`src/rtl/alarm_unit.sv`:
```
// Alarm stage for the wall clock: stores an alarm time, compares it against the
// running time on each second tick, and drives ring/snooze control plus a buzzer tone.
module alarm_unit #(
   parameter int BEEP_HALF  = 25000,
   parameter int RING_SEC   = 60,
   parameter int SNOOZE_SEC = 300
) (
   input  logic       i_clk,
   input  logic       i_rst_n,
   input  logic       i_sec_tick,
   input  logic [4:0] i_cur_hour,
   input  logic [5:0] i_cur_min,
   input  logic [5:0] i_cur_sec,
   input  logic       i_set_mode,
   input  logic       i_inc_min,
   input  logic       i_dec_min,
   input  logic       i_inc_hour,
   input  logic       i_dec_hour,
   input  logic       i_arm_toggle,
   input  logic       i_snooze,
   input  logic       i_stop,
   output logic [4:0] o_alarm_hour,
   output logic [5:0] o_alarm_min,
   output logic       o_armed,
   output logic       o_ringing,
   output logic       o_buzzer,
   output logic [1:0] o_state
);

   typedef enum logic [1:0] {
      S_DISARMED = 2'b00,
      S_ARMED    = 2'b01,
      S_RINGING  = 2'b10,
      S_SNOOZE   = 2'b11
   } state_t;

   localparam int SEC_MAX = (RING_SEC > SNOOZE_SEC) ? RING_SEC : SNOOZE_SEC;
   localparam int SEC_W   = $clog2(SEC_MAX) + 1;
   localparam int BEEP_W  = (BEEP_HALF > 1) ? $clog2(BEEP_HALF) : 1;

   localparam logic [SEC_W-1:0]  RING_LAST   = SEC_W'(RING_SEC - 1);
   localparam logic [SEC_W-1:0]  SNOOZE_LAST = SEC_W'(SNOOZE_SEC - 1);
   localparam logic [BEEP_W-1:0] BEEP_LAST   = BEEP_W'(BEEP_HALF - 1);

   state_t            r_state;
   state_t            w_next;
   logic [SEC_W-1:0]  r_sec_cnt;
   logic [BEEP_W-1:0] r_beep_cnt;
   logic [4:0]        r_alarm_hour;
   logic [5:0]        r_alarm_min;
   logic              r_armed;
   logic              r_ringing;
   logic              r_buzzer;
   logic              w_match;
   logic              w_edit;

   assign w_match = (i_cur_hour == r_alarm_hour) && (i_cur_min == r_alarm_min) &&
                    (i_cur_sec == 6'd0);
   assign w_edit  = i_set_mode && ((r_state == S_DISARMED) || (r_state == S_ARMED));

   // Event priority: arm_toggle, then stop, then snooze, then second-tick events.
   always_comb begin
      w_next = r_state;
      case (r_state)
         S_DISARMED: begin
            if (i_arm_toggle) w_next = S_ARMED;
         end
         S_ARMED: begin
            if (i_arm_toggle)                w_next = S_DISARMED;
            else if (i_sec_tick && w_match) w_next = S_RINGING;
         end
         S_RINGING: begin
            if (i_arm_toggle)    w_next = S_DISARMED;
            else if (i_stop)     w_next = S_ARMED;
            else if (i_snooze)   w_next = S_SNOOZE;
            else if (i_sec_tick && (r_sec_cnt == RING_LAST)) w_next = S_ARMED;
         end
         S_SNOOZE: begin
            if (i_arm_toggle)    w_next = S_DISARMED;
            else if (i_stop)     w_next = S_ARMED;
            else if (i_sec_tick && (r_sec_cnt == SNOOZE_LAST)) w_next = S_RINGING;
         end
      endcase
   end

   always_ff @(posedge i_clk or negedge i_rst_n) begin
      if (!i_rst_n) begin
         r_state      <= S_DISARMED;
         r_armed      <= 1'b0;
         r_ringing    <= 1'b0;
         r_sec_cnt    <= '0;
         r_beep_cnt   <= '0;
         r_buzzer     <= 1'b0;
         r_alarm_hour <= 5'd0;
         r_alarm_min  <= 6'd0;
      end else begin
         r_state   <= w_next;
         r_armed   <= (w_next != S_DISARMED);
         r_ringing <= (w_next == S_RINGING);

         if (w_next != r_state)
            r_sec_cnt <= '0;
         else if (i_sec_tick && ((r_state == S_RINGING) || (r_state == S_SNOOZE)))
            r_sec_cnt <= r_sec_cnt + 1'b1;

         // The tone restarts from a low phase on every entry into ringing.
         if ((w_next == S_RINGING) && (r_state == S_RINGING)) begin
            if (r_beep_cnt == BEEP_LAST) begin
               r_beep_cnt <= '0;
               r_buzzer   <= ~r_buzzer;
            end else begin
               r_beep_cnt <= r_beep_cnt + 1'b1;
            end
         end else begin
            r_beep_cnt <= '0;
            r_buzzer   <= 1'b0;
         end

         if (w_edit) begin
            if (i_inc_min && !i_dec_min)
               r_alarm_min <= (r_alarm_min == 6'd59) ? 6'd0 : r_alarm_min + 6'd1;
            else if (i_dec_min && !i_inc_min)
               r_alarm_min <= (r_alarm_min == 6'd0) ? 6'd59 : r_alarm_min - 6'd1;
            if (i_inc_hour && !i_dec_hour)
               r_alarm_hour <= (r_alarm_hour == 5'd23) ? 5'd0 : r_alarm_hour + 5'd1;
            else if (i_dec_hour && !i_inc_hour)
               r_alarm_hour <= (r_alarm_hour == 5'd0) ? 5'd23 : r_alarm_hour - 5'd1;
         end
      end
   end

   assign o_state      = r_state;
   assign o_armed      = r_armed;
   assign o_ringing    = r_ringing;
   assign o_buzzer     = r_buzzer;
   assign o_alarm_hour = r_alarm_hour;
   assign o_alarm_min  = r_alarm_min;

endmodule
```
`config.mk`:
```
export PLATFORM = sky130hd
export DESIGN_NAME = alarm_unit
export DESIGN_NICKNAME = d
export VERILOG_FILES = /design/src/rtl/alarm_unit.sv
export SDC_FILE = /design/constraint.sdc
export NUM_CORES = 1
export LEC_CHECK = 0
export ABC_AREA = 1
export CORE_UTILIZATION = 54
export DETAILED_ROUTE_END_ITERATION = 16
export HOLD_SLACK_MARGIN = 0.02
export PLACE_DENSITY = 0.8
export SETUP_SLACK_MARGIN = 0.1
export SYNTH_ARGS = -nofsm -noshare
export SYNTH_HDL_FRONTEND = slang
export SYNTH_SLANG_ARGS = --single-unit
```
`constraint.sdc`:
```
create_clock -name i_clk -period 1.8 [get_ports i_clk]
set_input_delay 0.36 -clock i_clk [delete_from_list [all_inputs] [get_ports i_clk]]
set_output_delay 0.36 -clock i_clk [all_outputs]
set_load 0.02 [all_outputs]
```
==> metrics <==
DIE HEIGHT=73.04 µm; Finished Layout Cells=520; register share of total power=0.328; Sink Count=41; r2r endpoint=r_beep_cnt[13]; initial drt markers=221; vias in the first global route=2,613; FMAX=0.5791 GHz; Data required, critical path=2.03 ns; post-route total power=0.003664 W; clock share of power=0.166; hold crit path type=in2async; RSZ-0062 raised after global routing=true; Clock Tree Buf Depth=2; Int Power=0.002146 W; Core Footprint=4786 µm²; routed via count=2,737; DRT antenna net count=0; Switch Pwr=0.001519 W; Max-slew headroom=0.7363; most used cells in the layout excluding fill and tap cells=71 x nand2_1, 46 x inv_1, 40 x dfrtp_1; Clock Pin Slew Worst Setup and Hold Paths=0.08 ns; via-per-instance ratio=5.263; reg-to-reg startpoint=o_state[1]; worst setup path end=r_beep_cnt[13]; R2R cell count=12; CP Capture Type=flop; post-layout min period=1.727 ns; Yosys cell types=34; clock insertion delay at the later pin of the skew report=0.30 ns; register area share after synthesis=0.3765; total CTS buffers=5; Inserted Diodes=0; critical path startpoint=o_state[1]; H-tree levels=2; fin crit share=0.9593; Setup crit start kind=flop; largest net degree at the start of global routing=19; GRT Resource Usage Total=0.2674; GRT overflow=0; WL final=7008 µm; # nets final=490; P&R area growth vs syn=40.82%; DP Area=3390 µm²; reg2reg setup slack=0.07 ns; Mapped Area=2725 µm²; final hold vios=0; Total Die Area=5335 µm²; effective utilization at floorplan=0.5694; Peak VDD IR=709.7 µV; CP Class=reg2reg; syn_area_per_cell=7.487 µm²; Final setup viols=0; root buf cell=clkbuf_8; pwr dens=954.9 nW/µm²; global-route wire length before repair=10,970 µm; syn nets=401; initial antenna violation count=0; layout cells sized above 1=0.2737; ys async rst share=1.000; fin util=0.8018; port bufs=43; sum of negative setup slack=0 ns; # rows=25; Worst Clk Skew=0.006594 ns; Top Ports=44; Syn. warnings=0; Max Fanout on Critical Path=9; Comb power frac=0.506; max-cap violations=0; crit path DAT=1.96 ns; post-DR wirelength/cell=13.48 µm; Post-Syn Instances=364; max-slew violations=0; ys flop type=dfrtp_1; status=complete, no violations; TritonCTS clock tree=done; leading cell type in the layout, fill and taps excluded=nand2_1; Final GP Congestion=0.8759; DP HPWL=4634 µm; switch share=0.4145; die width=73.04 µm; Post-synth EDFFs=0; Finished Cell Area=3837 µm²; Placed Cells=494; # DRC=0; synthesis-stage register bit count=41; Slew @ Worst Pin=0.3955 ns; leakage=1.773 nW; first drt pass iteration count=7
==> layer usage <==
metal,GRT usage,up-vias,share of wire
met1,0.3250,1286,0.43
met5,0,-,0
met2,0.4588,93,0.50
met3,0.06215,12,0.056
li1,-,1346,-
met4,0.1024,0,0.014
==> synth_stat cells, types with 2 or more instances <==
cell type	n	area [µm²]
o21ai_0	14	70.07
nor3_1	10	50.05
nand2_2	2	12.51
nor2_1	36	135.1
buf_2	2	10.01
nand3_4	2	35.03
nand4_1	10	62.56
inv_2	12	45.04
nand2_1	76	285.3
a21oi_1	8	40.04
a31oi_1	2	12.51
nand3_1	28	140.1
nor4_1	5	31.28
a22oi_1	3	22.52
inv_1	47	176.4
nor2_2	17	106.4
dfrtp_1	41	1026
ha_1	9	112.6
xor2_1	16	140.1
xnor2_1	9	78.83
or2_2	2	12.51
==> area by class of cell <==
type                            instances  area [µm²]
Fill cell                             336       948.4
Clock buffer                            7       86.33
Sequential cell                        41        1027
Inverter                               59       224.0
Timing Repair Buffer                   82       711.9
Tap cell                               67       83.83
Multi-Input combinational cell        264        1704
==> worst max-delay path, cell delays in order (launching register included) <==
cell	delay (ns)
dfrtp_2	0.51
inv_2	0.09
nor2_2	0.04
nor3_1	0.13
nand2_1	0.08
nand2_1	0.07
nand2_1	0.06
nand2_2	0.09
nand3_4	0.13
nor2_8	0.14
buf_12	0.14
nand2_8	0.07
nor2_2	0.10
==> power groups by stage <==
stage          Sequential, W  Combinational [W]  Clock, W
6_report             0.00120            0.00185  0.000609
5_1_grt              0.00122            0.00202  0.000653
4_1_cts              0.00120            0.00173  0.000618
3_5_place_dp         0.00123            0.00165         0
3_3_place_gp         0.00122            0.00162         0
2_1_floorplan        0.00139           0.000805         0
==> cell families (layout without fill, tap and decap cells) <==
group | Yosys count | after routing | synth area share
flip-flops | 41 | 41 | 0.3765
AND/OR/NAND/NOR | 194 | 196 | 0.3434
XOR/XNOR | 25 | 25 | 0.08035
adder cells (fa/ha/maj) | 9 | 9 | 0.04132
buffers and inverters | 61 | 148 | 0.08494
AO/OA/AOI/OAI | 33 | 33 | 0.06979
multiplexers | 1 | 1 | 0.003673
==> per-stage QoR <==
stage                     hold slack, ns  setup slack (ns)
after detailed placement          0.3035           -0.3651
final                             0.5158           0.07332
after global placement            0.2960           -0.2904
after global routing              0.5597          -0.05091
after CTS                         0.5231          0.008891
after floorplan                  0.06441            0.1188
==> worst min-delay path by stage <==
stage / to / cells after the start / slack (ns) / startpoint
6_report: r_sec_cnt[5] / 2 / 0.52 / i_rst_n
5_1_grt: r_beep_cnt[10] / 2 / 0.56 / i_rst_n
4_1_cts: r_beep_cnt[10] / 2 / 0.52 / i_rst_n
3_5_place_dp: r_sec_cnt[5] / 1 / 0.30 / i_rst_n
3_3_place_gp: r_sec_cnt[5] / 1 / 0.30 / i_rst_n
2_1_floorplan: o_alarm_hour[0] / 0 / 0.06 / i_rst_n
==> repair_timing <==
item	in CTS	in global routing
resized for setup	39	40
hold buffers	1	0
setup buffers	12	5
endpoints found under the hold margin	16	0
pin swaps	24	18
gates cloned	2	0
endpoints found under the setup margin	40	36
==> state kept, by name (all words and copies together) (netlist names) <==
signal / cells
o_alarm_hour: 5
r_beep_cnt: 15
o_alarm_min: 6
o_armed: 1
o_ringing: 1
r_sec_cnt: 10
o_buzzer: 1
o_state: 2
(Power assumes the default switching activity.)
